<file path="config.mk">
export PLATFORM = sky130hd
export DESIGN_NAME = spi_sb_xfer
export DESIGN_NICKNAME = d
export VERILOG_FILES = /design/src/rtl/spi_sb_xfer.sv
export SDC_FILE = /design/constraint.sdc
export NUM_CORES = 1
export LEC_CHECK = 0
export BUFFER_PORTS_ARGS = -buffer_cell sky130_fd_sc_hd__buf_2
export CORE_MARGIN = 2
export CORE_UTILIZATION = 45
export CTS_BUF_LIST = sky130_fd_sc_hd__clkbuf_4
export DETAILED_ROUTE_END_ITERATION = 10
export GPL_ROUTABILITY_DRIVEN = 0
export GPL_TIMING_DRIVEN = 0
export PLACE_DENSITY = 0.77
export SYNTH_ARGS = -nofsm -noshare
export SYNTH_HDL_FRONTEND = slang
export SYNTH_SLANG_ARGS = --single-unit
</file>
<file path="constraint.sdc">
create_clock -name clk -period 2.05 [get_ports clk]
set_input_delay 0.205 -clock clk [delete_from_list [all_inputs] [get_ports clk]]
set_output_delay 0.205 -clock clk [all_outputs]
set_load 0.1 [all_outputs]
</file>
<file path="src/rtl/spi_sb_xfer.sv">
`default_nettype none
// ============================================================================
// Module   : spi_sb_xfer
// Purpose  : Drives a SPI hard block over its system bus: init, then
//            streams bytes out and returns received bytes per frame.
// Revision : 1.0
// ============================================================================
module spi_sb_xfer #(
    parameter logic [3:0] BUS_ADDR74  = 4'b0000,
    parameter logic [5:0] SPI_BR      = 6'd2,
    parameter logic [3:0] CS_MASK     = 4'b0001,
    parameter int         ACK_TIMEOUT = 16
) (
    input  logic       clk,
    input  logic       rst,
    input  logic       tx_valid,
    output logic       tx_ready,
    input  logic [7:0] tx_data,
    input  logic       tx_last,
    output logic       rx_valid,
    output logic [7:0] rx_data,
    output logic       busy,
    output logic       err,
    output logic       sb_stb,
    output logic       sb_rw,
    output logic [7:0] sb_adr,
    output logic [7:0] sb_dat_o,
    input  logic [7:0] sb_dat_i,
    input  logic       sb_ack
);

    localparam int CW = $clog2(ACK_TIMEOUT + 1);
    localparam logic [CW-1:0] c_TMO_LAST = CW'(ACK_TIMEOUT - 1);

    localparam logic [3:0] c_OFF_CR1  = 4'h9;
    localparam logic [3:0] c_OFF_CR2  = 4'hA;
    localparam logic [3:0] c_OFF_BR   = 4'hB;
    localparam logic [3:0] c_OFF_SR   = 4'hC;
    localparam logic [3:0] c_OFF_TXDR = 4'hD;
    localparam logic [3:0] c_OFF_RXDR = 4'hE;
    localparam logic [3:0] c_OFF_CSR  = 4'hF;

    typedef enum logic [3:0] {
        INIT_CR1 = 4'd0,
        INIT_CR2 = 4'd1,
        INIT_BR  = 4'd2,
        IDLE     = 4'd3,
        CS_ON    = 4'd4,
        POLL_T   = 4'd5,
        WR_TX    = 4'd6,
        POLL_R   = 4'd7,
        RD_RX    = 4'd8,
        CS_OFF   = 4'd9
    } state_t;

    state_t          state_q, state_d;
    logic            stb_q, stb_d;
    logic            rw_q, rw_d;
    logic [7:0]      adr_q, adr_d;
    logic [7:0]      dat_q, dat_d;
    logic [CW-1:0]   cnt_q, cnt_d;
    logic [7:0]      byte_q, byte_d;
    logic            last_q, last_d;
    logic            pend_q, pend_d;
    logic            trdy_q, trdy_d;
    logic            rxv_q, rxv_d;
    logic [7:0]      rxd_q, rxd_d;
    logic            err_q, err_d;

    logic            w_acc_en;
    logic            w_acc_rw;
    logic [3:0]      w_acc_off;
    logic [7:0]      w_acc_wdat;
    logic            w_done;
    state_t          w_tmo_state;

    // Bus access that the current state wants to perform.
    always_comb begin
        w_acc_en   = 1'b1;
        w_acc_rw   = 1'b0;
        w_acc_off  = c_OFF_SR;
        w_acc_wdat = 8'h00;
        case (state_q)
            INIT_CR1: begin w_acc_rw = 1'b1; w_acc_off = c_OFF_CR1;  w_acc_wdat = 8'h80; end
            INIT_CR2: begin w_acc_rw = 1'b1; w_acc_off = c_OFF_CR2;  w_acc_wdat = 8'hC0; end
            INIT_BR:  begin w_acc_rw = 1'b1; w_acc_off = c_OFF_BR;   w_acc_wdat = {2'b00, SPI_BR}; end
            IDLE:     w_acc_en = 1'b0;
            CS_ON:    begin w_acc_rw = 1'b1; w_acc_off = c_OFF_CSR;  w_acc_wdat = {4'b0000, CS_MASK}; end
            POLL_T:   w_acc_en = !trdy_q;
            WR_TX:    begin w_acc_rw = 1'b1; w_acc_off = c_OFF_TXDR; w_acc_wdat = byte_q; end
            POLL_R:   w_acc_off = c_OFF_SR;
            RD_RX:    w_acc_off = c_OFF_RXDR;
            CS_OFF:   begin w_acc_rw = 1'b1; w_acc_off = c_OFF_CSR;  w_acc_wdat = 8'h00; end
            default:  w_acc_en = 1'b0;
        endcase
    end

    always_comb begin
        case (state_q)
            INIT_CR1, INIT_CR2, INIT_BR: w_tmo_state = INIT_CR1;
            CS_OFF:                      w_tmo_state = IDLE;
            default:                     w_tmo_state = CS_OFF;
        endcase
    end

    always_comb begin
        state_d = state_q;
        stb_d   = stb_q;
        rw_d    = rw_q;
        adr_d   = adr_q;
        dat_d   = dat_q;
        cnt_d   = cnt_q;
        byte_d  = byte_q;
        last_d  = last_q;
        pend_d  = pend_q;
        trdy_d  = trdy_q;
        rxv_d   = 1'b0;
        rxd_d   = rxd_q;
        err_d   = 1'b0;
        w_done  = 1'b0;

        // Strobe only rises from low, so every access is preceded by an idle cycle.
        if (w_acc_en) begin
            if (!stb_q) begin
                stb_d = 1'b1;
                rw_d  = w_acc_rw;
                adr_d = {BUS_ADDR74, w_acc_off};
                dat_d = w_acc_wdat;
                cnt_d = '0;
            end else if (sb_ack) begin
                stb_d  = 1'b0;
                w_done = 1'b1;
            end else if (cnt_q == c_TMO_LAST) begin
                stb_d   = 1'b0;
                err_d   = 1'b1;
                pend_d  = 1'b0;
                trdy_d  = 1'b0;
                state_d = w_tmo_state;
            end else begin
                cnt_d = cnt_q + CW'(1);
            end
        end

        case (state_q)
            INIT_CR1: if (w_done) state_d = INIT_CR2;
            INIT_CR2: if (w_done) state_d = INIT_BR;
            INIT_BR:  if (w_done) state_d = IDLE;
            IDLE: begin
                if (tx_valid) begin
                    byte_d  = tx_data;
                    last_d  = tx_last;
                    pend_d  = 1'b1;
                    trdy_d  = 1'b0;
                    state_d = CS_ON;
                end
            end
            CS_ON: if (w_done) state_d = POLL_T;
            POLL_T: begin
                // Later bytes of a frame: poll TRDY first, then park with tx_ready high.
                if (w_done && sb_dat_i[4]) begin
                    if (pend_q) state_d = WR_TX;
                    else        trdy_d  = 1'b1;
                end else if (trdy_q && tx_valid) begin
                    byte_d  = tx_data;
                    last_d  = tx_last;
                    trdy_d  = 1'b0;
                    state_d = WR_TX;
                end
            end
            WR_TX: begin
                if (w_done) begin
                    pend_d  = 1'b0;
                    state_d = POLL_R;
                end
            end
            POLL_R: if (w_done && sb_dat_i[3]) state_d = RD_RX;
            RD_RX: begin
                if (w_done) begin
                    rxv_d   = 1'b1;
                    rxd_d   = sb_dat_i;
                    state_d = last_q ? CS_OFF : POLL_T;
                end
            end
            CS_OFF: if (w_done) state_d = IDLE;
            default: state_d = INIT_CR1;
        endcase
    end

    always_ff @(posedge clk) begin
        if (rst) begin
            state_q <= INIT_CR1;
            stb_q   <= 1'b0;
            rw_q    <= 1'b0;
            adr_q   <= 8'h00;
            dat_q   <= 8'h00;
            cnt_q   <= '0;
            byte_q  <= 8'h00;
            last_q  <= 1'b0;
            pend_q  <= 1'b0;
            trdy_q  <= 1'b0;
            rxv_q   <= 1'b0;
            rxd_q   <= 8'h00;
            err_q   <= 1'b0;
        end else begin
            state_q <= state_d;
            stb_q   <= stb_d;
            rw_q    <= rw_d;
            adr_q   <= adr_d;
            dat_q   <= dat_d;
            cnt_q   <= cnt_d;
            byte_q  <= byte_d;
            last_q  <= last_d;
            pend_q  <= pend_d;
            trdy_q  <= trdy_d;
            rxv_q   <= rxv_d;
            rxd_q   <= rxd_d;
            err_q   <= err_d;
        end
    end

    assign tx_ready = (state_q == IDLE) || ((state_q == POLL_T) && trdy_q);
    assign busy     = (state_q != IDLE);
    assign rx_valid = rxv_q;
    assign rx_data  = rxd_q;
    assign err      = err_q;
    assign sb_stb   = stb_q;
    assign sb_rw    = rw_q;
    assign sb_adr   = adr_q;
    assign sb_dat_o = dat_q;

endmodule
`default_nettype wire

</file>
== Word-level counts from Yosys, hierarchy flattened ==
Index checks and enable logic that the tools add are counted.

* Input port bits: 21
* Bits in registers: 44

* Bitwise operators: 3
* Reductions and logical operators: 19
* Equality and inequality tests: 16
* $add $sub $neg: 1
* Multiplexer cells: 57

{| class="wikitable"
|+ Operators by type and width
! kind !! count
|-
| 4-bit two-way mux || 16
|-
| 8-bit one-hot mux with 5 select lines || 1
|-
| 4-bit one-hot mux with 9 select lines || 1
|-
| 1-bit two-way mux || 26
|-
| 8-bit two-way mux || 3
|-
| 3-bit one-hot mux with 6 select lines || 1
|-
| 4-bit by 3-bit == test with 1-bit output (second input constant) || 4
|-
| 8-bit one-hot mux with 2 select lines || 1
|-
| 5-bit two-way mux || 3
|-
| 2-bit inequality test (second input constant) || 5
|-
| 4-bit by 2-bit == test with 1-bit output (second input constant) || 2
|-
| 4-bit == test (second input constant) || 2
|-
| 1-bit one-hot mux with 2 select lines || 4
|-
| 4-bit one-hot mux with 2 select lines || 1
|-
| 8-bit OR reduction || 1
|-
| 2-bit OR reduction || 3
|-
| 6-bit OR reduction || 1
|-
| 5-bit by 1-bit adder with 5-bit output (second input constant) || 1
|-
| 5-bit by 4-bit == test with 1-bit output (second input constant) || 1
|-
| 4-bit by 1-bit == test with 1-bit output (second input constant) || 1
|-
| 1-bit logical AND || 4
|-
| 4-bit logical NOT || 1
|-
| 4-bit by 2-bit inequality test with 1-bit output (second input constant) || 1
|-
| 2-bit AND reduction || 2
|-
| other kinds (8) || 10
|}

== Logic depth before layout (Yosys ltp) ==
Gate-level depths: netlist of run 1.

* Depth in word-level cells: 10
* Gate-level depth with buffers: 8
* Depth with buffers taken out: 8

== Least setup slack after synthesis of run 1 ==
Ideal clock, no wire load.

* Kind: register to register
* Start: register state_q[2]
* End: register trdy_q
* Path buffers: 2
* Setup slack: -1,330 ps
* Arrival: 3,253 ps
* Cell stages (with the launch flop): 8
* Clock period less this slack: 3,380 ps
* Path through: dfxtp_1 -> buf_6 -> buf_2 -> nand3b_1 -> a21oi_1 -> nand2_1 -> a31oi_1 -> nor2_1

* Cells in the longest elaborated chain, start to end: 7
* Elaborated cells between the ends (all ways): 20

{| class="wikitable"
|+ RTL lines
! item !! line !! text
|-
| from (decl) || 56 || <nowiki>state_t state_q, state_d;</nowiki>
|-
| from (signal assigned) || 205 || <nowiki>state_q <= state_d;</nowiki>
|-
| 4-bit == test, or another cell as far along || 83 || <nowiki>case (state_q)</nowiki>
|-
| 8-bit OR reduction (no line) || -- ||
|-
| 1-bit one-hot mux with 2 select lines || 83 ||
|-
| 1-bit two-way mux || 123 || <nowiki>if (w_acc_en) begin</nowiki>
|-
| 1-bit two-way mux, or another cell as far along || 163 || <nowiki>end else if (trdy_q && tx_valid) begin</nowiki>
|-
| 1-bit two-way mux || 160 || <nowiki>if (w_done && sb_dat_i[4]) begin</nowiki>
|-
| 1-bit one-hot mux with 2 select lines (*) || 144 || <nowiki>case (state_q)</nowiki>
|-
| to (signal assigned) || 214 || <nowiki>trdy_q <= trdy_d;</nowiki>
|-
| to (decl) || 65 || <nowiki>logic trdy_q, trdy_d;</nowiki>
|}

Mark *: on every way between the ends. The rest lies on a longest branch, timed or not.
A chain may end at the register's enable or synchronous reset.

== Worst setup path after layout of run 1 ==
* Start: register state_q[2]
* End: output tx_ready

* Cells in the longest elaborated chain, start to end: 3
* Elaborated cells between the ends (all ways): 4

{| class="wikitable"
|+ RTL lines
! item !! line !! text
|-
| 4-bit by 3-bit == test with 1-bit output || 221 || <nowiki>assign tx_ready = (state_q == IDLE) || ((state_q == POLL_T) && trdy_q);</nowiki>
|-
| 1-bit logical AND || 221 ||
|-
| 1-bit logical OR (*) || 221 ||
|-
| to (decl) || 17 || <nowiki>output logic tx_ready,</nowiki>
|}

Marks and branches as above.

==> metrics.md, run 1 <==
| Metric | Value |
|---|---|
| Status | `complete, no violations` |
| Clock Pin Slew Worst Setup and Hold Paths | `~0.13 ns` |
| Top cells by area, synth | `dfxtp_1 42%, mux2i_1 8.2%, nor2_1 7.7%` |
| Max Freq | `~510 MHz` |
| Max-slew headroom | `about half` |
| CP Launch Type | `flip-flop` |
| Gr usage total | `19.5%` |
| Starting Density | `a little under half` |
| TritonRoute pass-1 iters | `4` |
| Largest net degree at the start of global routing | `15` |
| Max Slew Vio Count | `0` |
| Critical path capture point type | `primary output` |
| EDFF count, synth | `0` |
| Part of the Yosys area used for sequential elements | `42.3%` |
| CTS Sinks | `44` |
| Die area | `approximately 0.0052 mm²` |
| Die Y | `a little over 70 µm` |
| Pint | `1.18 mW` |
| Net Sw Power | `between 0.4 and 0.5 mW` |
| Routed Antenna Nets | `0` |
| H-tree depth | `2` |
| Switching share of power | `29.3%` |
| Part of the power in the clock network | `32.7%` |
| Crit path DAT | `1.74 ns` |
| Power share of the combinational group | `14.7%` |
| IO Port Bufs | `45` |
| Vias per inst | `between 5 and 6` |
| HPWL after detailed placement | `between 3000 and 4000 µm` |
| Antenna cell count | `0` |
| Final Non-Filler Cells | `~350` |
| Ports | `51` |
| Period Utilization, post-route | `a little over nine tenths` |
| Core Util, Final | `about 57%` |
| TritonCTS clock tree | `built` |
| Drc violations | `0` |
| CTS Hold Bufs | `0` |
| Core footprint | `0.00441 mm²` |
| Synthesized area | `~0.0021 mm²` |
| Number of global-route vias before repair | `between 1500 and 2000` |
| Syn. warnings | `0` |
| First-pass GRT wire length | `8020 µm` |
| Syn Inst Count | `between 200 and 250` |
| Antenna violations before repair | `0` |
| Most frequent cells in the layout | `47 x buf_2, 43 x nor2_1, 41 x dfxtp_1, 17 x mux2i_1, 15 x a21oi_1` |
| Grt total ovfl | `0` |
| Worst-Skew Late Latency | `0.37 ns` |
| Period minus WS final | `1.94 ns` |
| CTS Buffer Depth | `2` |
| Final setup violation count | `0` |
| Placed cell count | `between 300 and 400` |
| Power Density | `~670 mW/mm²` |
| Die X | `between 70 and 80 µm` |
| Count of different cell masters after synthesis | `about 50` |
| Worst-Margin Slew | `0.726 ns` |
| Top-area cell type share of the netlist area | `~42%` |
| Min-Delay Path Class | `in -> reg` |
| Iter 0 DRT Violations | `between 90 and 100` |
| Setup TNS | `0 ns` |
| Max FO, Critical Path | `10` |
| Routed WL | `approximately 4900 µm` |
| Area grow syn2layout | `20.5%` |
| CP Class | `reg -> out` |
| Reg power frac | `52.6%` |
| Root Driver | `clkbuf_4` |
| Top FF cell, synth | `dfxtp_1` |
| Final WS setup | `between 0.1 and 0.15 ns` |
| Unrepaired setup endpoints after global routing | `false` |
| TritonCTS buffer count | `5` |
| Place WS | `between 0.1 and 0.15 ns` |
| Synth async-reset ratio | `0%` |
| Final net count | `318` |
| Std cell rows | `24` |
| Yosys reg bits | `44` |
| Synth area leader | `dfxtp_1` |
| Most common cell after layout, fill and taps aside | `buf_2` |
| Fin. Hold Viols | `0` |
| Worst VDD drop | `about 600 µV` |
| Routed wire per std cell | `about 14 µm` |
| Leakage power | `between 1 and 1.5 nW` |
| Max Cap Viol | `0` |
| WP data required | `~1.9 ns` |
| Total number of vias | `slightly below 2000` |
| Setup Skew | `just under 0.01 ns` |
| Worst hold slack | `approximately 0.063 ns` |
| Syn Area/Cell | `about 8.8 µm²` |
| Layout cells sized above 1 | `between 20% and 30%` |
==> metrics by stage <==
step	cell area (µm²)	power, mW
2_1_floorplan	2110	1.09
3_3_place_gp	2400	1.14
3_5_place_dp	2400	1.14
4_1_cts	2490	1.68
5_1_grt	2510	1.74
6_report	2510	1.67
==> layer usage <==
metal	part of all wire, %	track usage (%)
met1	44	27.4
met5	0	0
met4	1.1	5.24
met2	47	30.4
met3	8.4	4.17
==> synth_stat cells, types with 2 or more instances <==
| master | number |
|---|---|
| nand3_1 | 8 |
| nand2_1 | 10 |
| a211oi_1 | 4 |
| a32oi_1 | 2 |
| and2_1 | 2 |
| a311oi_1 | 4 |
| dfxtp_1 | 44 |
| ha_1 | 2 |
| nor4_1 | 3 |
| a22o_1 | 4 |
| buf_2 | 4 |
| mux2i_1 | 17 |
| buf_4 | 4 |
| a31oi_1 | 3 |
| a21oi_1 | 16 |
| clkbuf_1 | 7 |
| xnor2_1 | 3 |
| nand3b_1 | 5 |
| nor2b_1 | 4 |
| o22a_1 | 2 |
| nor2_1 | 43 |
| nor3_1 | 6 |
| o21ai_0 | 3 |
| inv_1 | 3 |
| nand2b_1 | 11 |
==> logic make-up (layout without fill, tap and decap cells) <==
logic type                 after synthesis  in the layout  synth area share [%]
other                                    1              4                 0.180
AOI/OAI and AO/OA                       51             51                  17.9
xor gates and xnor gates                 3              3                  1.26
muxes                                   17             17                  8.16
and+or+nand+nor                        100            100                  24.1
DFF                                     44             44                  42.3
buffers and inverters                   20             75                  4.92
adders and majority gates                2              2                  1.20
==> path summary, 6_finish.rpt <==
check / startpoint / end / slack [ns] / cells past startpoint
min: sb_dat_i[0] / rx_data[0] / 0.06 / 3
min reg2reg: cnt_q[4] / cnt_q[4] / 0.47 / 2
max reg2reg: state_q[3] / state_q[1] / 0.14 / 5
max: state_q[2] / tx_ready / 0.11 / 5
==> power groups by stage <==
stage	clock network, mW	logic (mW)	registers [mW]
2_1_floorplan	0	0.114	0.974
3_3_place_gp	0	0.242	0.897
3_5_place_dp	0	0.243	0.897
4_1_cts	0.553	0.244	0.878
5_1_grt	0.595	0.261	0.882
6_report	0.547	0.245	0.879
==> worst max-delay path: stages (launching register included) <==
cell and delay [ns]:
dfxtp_1 0.35, buf_6 0.13, buf_2 0.23, nand3b_1 0.16
a21oi_4 0.19, buf_4 0.31
==> layout make-up <==
cell class / count / area [µm²]
Buffer: 17 / 92.6
Clock buffer: 5 / 37.5
Clock inverter: 3 / 42.5
Fill cell: 399 / 1900
Inverter: 3 / 11.3
Multi-Input combinational cell: 177 / 1130
Sequential cell: 44 / 885
Tap cell: 52 / 65.1
Timing Repair Buffer: 47 / 245
==> flip-flops by register name (all words and copies together) (netlist names), 4 cells and up <==
register / cells
rx_data: 8
sb_dat_o: 8
sb_adr: 4
cnt_q: 5
state_q: 4
byte_q: 8
==> what timing repair did <==
action	in CTS	in global routing
endpoints found under the hold margin	0	0
setup buffers	0	2
setup endpoints to repair	2	13
pin swaps	0	1
gates resized for setup	2	7
(Power assumes the default switching activity.)
==> inputs of run 2 (changes only) <==
REMOVE_ABC_BUFFERS = 1   (was not set)
==> run 2 against run 1 <==
  * Clock power fell by 19%
  * Die area is the same
  * Clock skew rose by 0.0018 ns
  * Critical endpoint is now state_q[1]
  * Register-to-register slack worse by 0.03 ns
  * Maximum frequency up 0.15%
  * Highest routed layer unchanged
  * Critical path type is now reg -> reg
  * Setup slack improved by 0.0029 ns
  * Wire length shrank 4.7%
==> metrics.md, run 2 (synthesis results as in run 1) <==
| Metric | Value |
|---|---|
| Die area | `0.00519 mm² (unchanged)` |
| Period Utilization, post-route | `94.6% (-0.14 points)` |
| CP Launch Type | `flip-flop` |
| Final net count | `303 (-4.7%)` |
| Dpl cell area | `0.00230 mm² (-4.2%)` |
| Min-Delay Path Class | `in -> reg` |
| Worst-Skew Late Latency | `0.36 ns (about the same)` |
| Std cell rows | `24 (unchanged)` |
| Most frequent cells in the layout | `45 x buf_2, 42 x nor2_1, 38 x dfxtp_1, 17 x mux2i_1, 16 x a21oi_1` |
| Post-route cell area | `0.00242 mm² (-3.8%)` |
| Number of global-route vias before repair | `1620 (-3.5%)` |
| Root Driver | `clkbuf_4` |
| Max FO, Critical Path | `22 (+12)` |
| H-tree depth | `2 (unchanged)` |
| Filler cells | `440 (+10%)` |
| Leakage power | `1.03 nW (-5.5%)` |
| HPWL after detailed placement | `3260 µm (-7.4%)` |
| Starting Density | `47.2% (unchanged)` |
| Critical path capture point type | `flip-flop` |
| Max Cap Viol | `0 (unchanged)` |
| Routed wire per std cell | `13.9 µm (-0.45%)` |
| CTS Sinks | `44 (unchanged)` |
| Most common cell after layout, fill and taps aside | `buf_2` |
| Area grow syn2layout | `15.9%` |
| Fin. Hold Viols | `0 (unchanged)` |
| Worst VDD drop | `371 µV (-38%)` |
| Total number of vias | `1862 (-4.1%)` |
| Gr usage total | `18.7% (-0.74 points)` |
| Layout cells sized above 1 | `26.7% (-0.34 points)` |
| Routed Antenna Nets | `0 (unchanged)` |
| Max Freq | `515 MHz (+0.15%)` |
| Area of the multi-input gates | `0.00112 mm² (-0.99%)` |
| Clock Pin Slew Worst Setup and Hold Paths | `0.12 ns (about the same)` |
| Iter 0 DRT Violations | `122 (+31%)` |
| Ports | `51 (unchanged)` |
| Core footprint | `0.00441 mm² (unchanged)` |
| TritonCTS clock tree | `built` |
| Vias per inst | `5.59 (+0.20%)` |
| Routed WL | `4640 µm (-4.7%)` |
| TritonRoute pass-1 iters | `4 (unchanged)` |
| Status | `complete, no violations` |
| Antenna violations before repair | `0 (unchanged)` |
| Antenna cell count | `0 (unchanged)` |
| Uppermost layer routed | `met4` |
| Area occupied by registers | `888 µm² (+0.42%)` |
| Period minus WS final | `1.94 ns (-0.00288 ns)` |
| Met2 WL | `2260 µm (-0.35%)` |
| CTS Buffer Depth | `2 (unchanged)` |
| Die Y | `72.1 µm (unchanged)` |
| CP Class | `reg -> reg` |
| Max Slew Vio Count | `0 (unchanged)` |
| Power Density | `642 mW/mm² (-3.5%)` |
| Worst hold slack | `0.0665 ns (+0.00318 ns)` |
| Final setup violation count | `0 (unchanged)` |
| R2R Setup Slk | `0.11 ns (-0.03 ns)` |
| TritonCTS buffer count | `5 (unchanged)` |
| Grt total ovfl | `0 (unchanged)` |
| Die X | `72.1 µm (unchanged)` |
| Max-slew headroom | `50.5% (-0.67 points)` |
| Worst-Margin Slew | `0.736 ns (+0.00994 ns)` |
| Largest net degree at the start of global routing | `38 (+23)` |
| DR WL met3 | `259 µm (-37%)` |
| Crit path DAT | `2.19 ns (+0.45 ns)` |
| M1 WL | `2070 µm (-3.2%)` |
| Drc violations | `0 (unchanged)` |
| CTS Hold Bufs | `0 (unchanged)` |
| IO Port Bufs | `46 (+2.2%)` |
| WP data required | `2.30 ns (+0.45 ns)` |
| Setup Skew | `0.0117 ns (+0.00184 ns)` |
| First-pass GRT wire length | `7670 µm (-4.4%)` |
==> run 2: cell types whose count changed in the layout (fill, tap and decap cells not counted), moves of 2 or more <==
cell      change
buf_4         -6
clkbuf_1      -6
clkbuf_4      +3
dfxtp_1       -3
dfxtp_2       +3
buf_2         -2
==> run 2: repair_timing <==
action                                 4_1_cts  5_1_grt
buffers inserted                             0        3
pin swaps                                    1        1
endpoints found under the hold margin        0        0
resized for setup                            4        7
setup endpoints to repair                   26       16
==> run 2: stage by stage <==
| step | power, mW | cells | setup TNS [ns] | utilization, % | setup WS, ns |
|---|---|---|---|---|---|
| after floorplan | 1.07 | 224 | -18.38 | - | -1.38 |
| final | 1.55 | 333 | 0 | 54.7 | 0.110 |
| after CTS | 1.57 | 330 | 0 | 53.6 | 0.00601 |
| after global routing | 1.61 | 333 | -0.00536 | 54.7 | -0.00536 |
| after detailed placement | 1.13 | 322 | -1.29 | 52.1 | -0.165 |
| after global placement | 1.13 | 322 | -0.496 | 52.1 | -0.114 |
==> run 2: final cells by class <==
type,count,share of cell area [%]
sequential,44,36.8
timing repair buffer,49,11.1
tap,52,2.69
inverter,3,0.466
multi-input combinational,177,46.5
clock inverter,1,0.363
clock buffer,7,2.18
==> run 2: worst paths after layout <==
path               start          end  depth (start not counted)
max           state_q[0]   state_q[1]                          5
min           tx_data[6]    byte_q[6]                          3
max reg2reg   state_q[0]   state_q[1]                          5
min reg2reg  sb_dat_o[0]  sb_dat_o[0]                          2
==> run 2: critical path: stages (launching register included) <==
cell and delay, ns:
dfxtp_2 0.59, o22a_2 0.26, o21a_4 0.17, nor2_2 0.06
a311o_1 0.40, a2111oi_2 0.35
==> run 2: power breakdown <==
group | internal (mW) | switching (mW)
sequential | 0.869 | 0.0205
clock | 0.164 | 0.277
combinational | 0.0487 | 0.170
total | 1.08 | 0.468
==> run 2: per-layer routing <==
layer / track usage [%] / vias to the layer above
met5: 0 / -
met4: 6.92 / 0
met3: 4.17 / 4
met2: 30.4 / 56
met1: 24.5 / 877
li1: - / 925
==> inputs of run 3 (changes only) <==
CORE_MARGIN = 5   (was 2)
==> run 3 against run 2 <==
  * Utilization fell by 0.51 points
  * Sequential power about the same
  * Maximum frequency is 2.0% higher
  * Combinational power is essentially flat
  * Final cell count fell by 1.5%
  * Hold slack better by 0.015 ns
  * Total power increased by 4.3%
  * Clock power grew 15%
  * Critical path depth up 2
  * Wire length grew 4.1%
  * Clock skew is 0.0024 ns higher
==> metrics.md, run 3 (synthesis results as in run 1) <==
| Metric | Value |
|---|---|
| Status | `complete, no violations` |
| Most frequent cells in the layout | `45 x buf_2, 42 x nor2_1, 37 x dfxtp_1, 17 x mux2i_1, 16 x a21oi_1` |
| Crit path DAT | `2.18 ns (about the same)` |
| CTS Hold Bufs | `0 (unchanged)` |
| Clock Pin Slew Worst Setup and Hold Paths | `0.13 ns (about the same)` |
| IO Port Bufs | `46 (unchanged)` |
| Setup TNS | `0 ns (unchanged)` |
| Max FO, Critical Path | `4 (-82%)` |
| Root Driver | `clkbuf_4` |
| H-tree depth | `2 (unchanged)` |
| Critical path capture point type | `flip-flop` |
| Filler cells | `424 (-3.6%)` |
| Period minus WS final | `1.90 ns (-0.0383 ns)` |
| Iter 0 DRT Violations | `158 (+30%)` |
| Power consumption | `1.62 mW (+4.3%)` |
| Part of the power in the clock network | `31.4% (+2.9 points)` |
| TritonCTS buffer count | `5 (unchanged)` |
| Antenna cell count | `0 (unchanged)` |
| Routed wire per std cell | `14.7 µm (+5.7%)` |
| Fin. Hold Viols | `0 (unchanged)` |
| Most common cell after layout, fill and taps aside | `buf_2` |
| Gr usage total | `15.8% (-3.0 points)` |
| Die X | `78.1 µm (+8.3%)` |
| Core Util, Final | `54.2% (-0.51 points)` |
| Total number of vias | `1868 (+0.32%)` |
| Pint | `1.16 mW (+7.2%)` |
| Drc violations | `0 (unchanged)` |
| Ports | `51 (unchanged)` |
| R2R Setup Slk | `0.15 ns (+0.04 ns)` |
| Reg power frac | `54.9% (-2.5 points)` |
| Antenna violations before repair | `0 (unchanged)` |
| Die Y | `78.1 µm (+8.3%)` |
| Max Freq | `526 MHz (+2.0%)` |
| Routed WL | `4830 µm (+4.1%)` |
| Worst-Margin Slew | `0.747 ns (+0.0116 ns)` |
| Min-Delay Path Class | `in -> reg` |
| Critical path launch point | `cnt_q[0]` |
| Reg-to-Reg Start | `cnt_q[0]` |
| TritonRoute pass-1 iters | `4 (unchanged)` |
| Starting Density | `47.2% (unchanged)` |
| Max Slew Vio Count | `0 (unchanged)` |
| Place WS | `-0.139 ns (+0.0266 ns)` |
| CTS Sinks | `44 (unchanged)` |
| CTS Buffer Depth | `2 (unchanged)` |
| Switching share of power | `28.2% (-1.9 points)` |
| HPWL after detailed placement | `3330 µm (+2.1%)` |
| Area grow syn2layout | `14.8%` |
| Final setup violation count | `0 (unchanged)` |
| Worst VDD drop | `442 µV (+19%)` |
| Leakage power | `1.01 nW (-1.6%)` |
| WP data required | `2.33 ns (+0.03 ns)` |
| Number of global-route vias before repair | `1705 (+5.2%)` |
| CP max-delay cell | `dfxtp_2` |
| Std cell rows | `24 (unchanged)` |
| Routed Antenna Nets | `0 (unchanged)` |
| Worst-Skew Late Latency | `0.35 ns (about the same)` |
| Die area | `0.00609 mm² (+17%)` |
| Final WS setup | `0.148 ns (+0.0383 ns)` |
| Power Density | `676 mW/mm² (+5.3%)` |
| Largest net degree at the start of global routing | `38 (unchanged)` |
| Crit-path cells | `ha_1 -> and3_1 -> ha_1 -> or2_2 -> nor2_1 -> nand3_1 -> a21oi_1` |
| Max-slew headroom | `49.7% (-0.78 points)` |
| Final net count | `300 (-0.99%)` |
| Power share of the combinational group | `13.6% (-0.5 points)` |
| TritonCTS clock tree | `built` |
| First-pass GRT wire length | `8030 µm (+4.8%)` |
| CP Launch Type | `flip-flop` |
| Grt total ovfl | `0 (unchanged)` |
| CP Class | `reg -> reg` |
| Slowest stage delay, CP | `0.36 ns (-0.23 ns)` |
| Net Sw Power | `0.457 mW (-2.4%)` |
| Vias per inst | `5.70 (+1.9%)` |
| Core footprint | `0.00441 mm² (unchanged)` |
| Max Cap Viol | `0 (unchanged)` |
| Worst Min Path Start | `tx_data[6]` |
| Period Utilization, post-route | `92.8% (-1.9 points)` |
| Crit-path most repeated cell | `ha_1` |
| Layout cells sized above 1 | `25.7% (-0.97 points)` |
| Setup Skew | `0.0142 ns (+0.00245 ns)` |
-- run 3: cell count changes in the layout (fill, tap and decap cells not counted) --
| cell | change |
|---|---|
| dfxtp_1 | -1 |
| dfxtp_2 | -1 |
| dfxtp_4 | +2 |
| buf_12 | -1 |
| bufinv_16 | +1 |
| buf_4 | -1 |
| clkbuf_4 | -3 |
| clkinv_4 | -1 |
-- run 3: power by group through the flow --
| stage | clock [mW] | sequential [mW] | combinational (mW) |
|---|---|---|---|
| 2_1_floorplan | 0 | 0.981 | 0.0876 |
| 3_3_place_gp | 0 | 0.908 | 0.218 |
| 3_5_place_dp | 0 | 0.908 | 0.220 |
| 4_1_cts | 0.515 | 0.889 | 0.220 |
| 5_1_grt | 0.548 | 0.892 | 0.235 |
| 6_report | 0.508 | 0.888 | 0.221 |
-- run 3: layout make-up --
class,count,area [µm²],area share [%]
multi-input cells,177,1120,46.9
clock inverters,1,30.0,1.25
repair buffers,46,233,9.72
inverters,3,11.3,0.470
clock buffers,5,37.5,1.57
flip-flops and latches,44,895,37.4
well taps,52,65.1,2.72
-- run 3: path summary, 6_finish.rpt --
check | endpoint | cells past startpoint
setup reg to reg | cnt_q[1] | 7
setup / recovery | cnt_q[1] | 7
hold / removal | byte_q[6] | 3
hold reg to reg | sb_dat_o[4] | 1
-- run 3: worst max-delay path, delay by kind of cell, from the launching register on --
kind | cells | cell delay (ns)
flip-flops | 1 | 0.36
adder cells (fa/ha/maj) | 2 | 0.42
AND/OR/NAND/NOR | 4 | 0.90
AO/OA/AOI/OAI | 1 | 0.15
-- run 3: stage by stage --
step / cells / hold slack [ns] / area, µm²
finish: 328 / 0.0816 / 2390
global placement: 322 / 0.434 / 2300
global route: 328 / 0.0805 / 2390
CTS: 328 / 0.0709 / 2370
floorplan: 224 / 0.274 / 2000
detailed placement: 322 / 0.442 / 2300
-- run 3: repair_timing --
item	4_1_cts	5_1_grt
buffers inserted	0	0
pin swaps	0	1
gates resized for setup	5	9
endpoints found under the setup margin	13	16
-- run 3: metal layers --
layer	wire length (µm)	part of all wire [%]	vias to the layer above	GRT usage, %
met5	0	0	-	0
met4	66	1.4	0	5.41
met3	270	5.6	6	3.66
met2	2410	50	59	26.2
met1	2080	43	886	20.0
li1	-	-	917	-
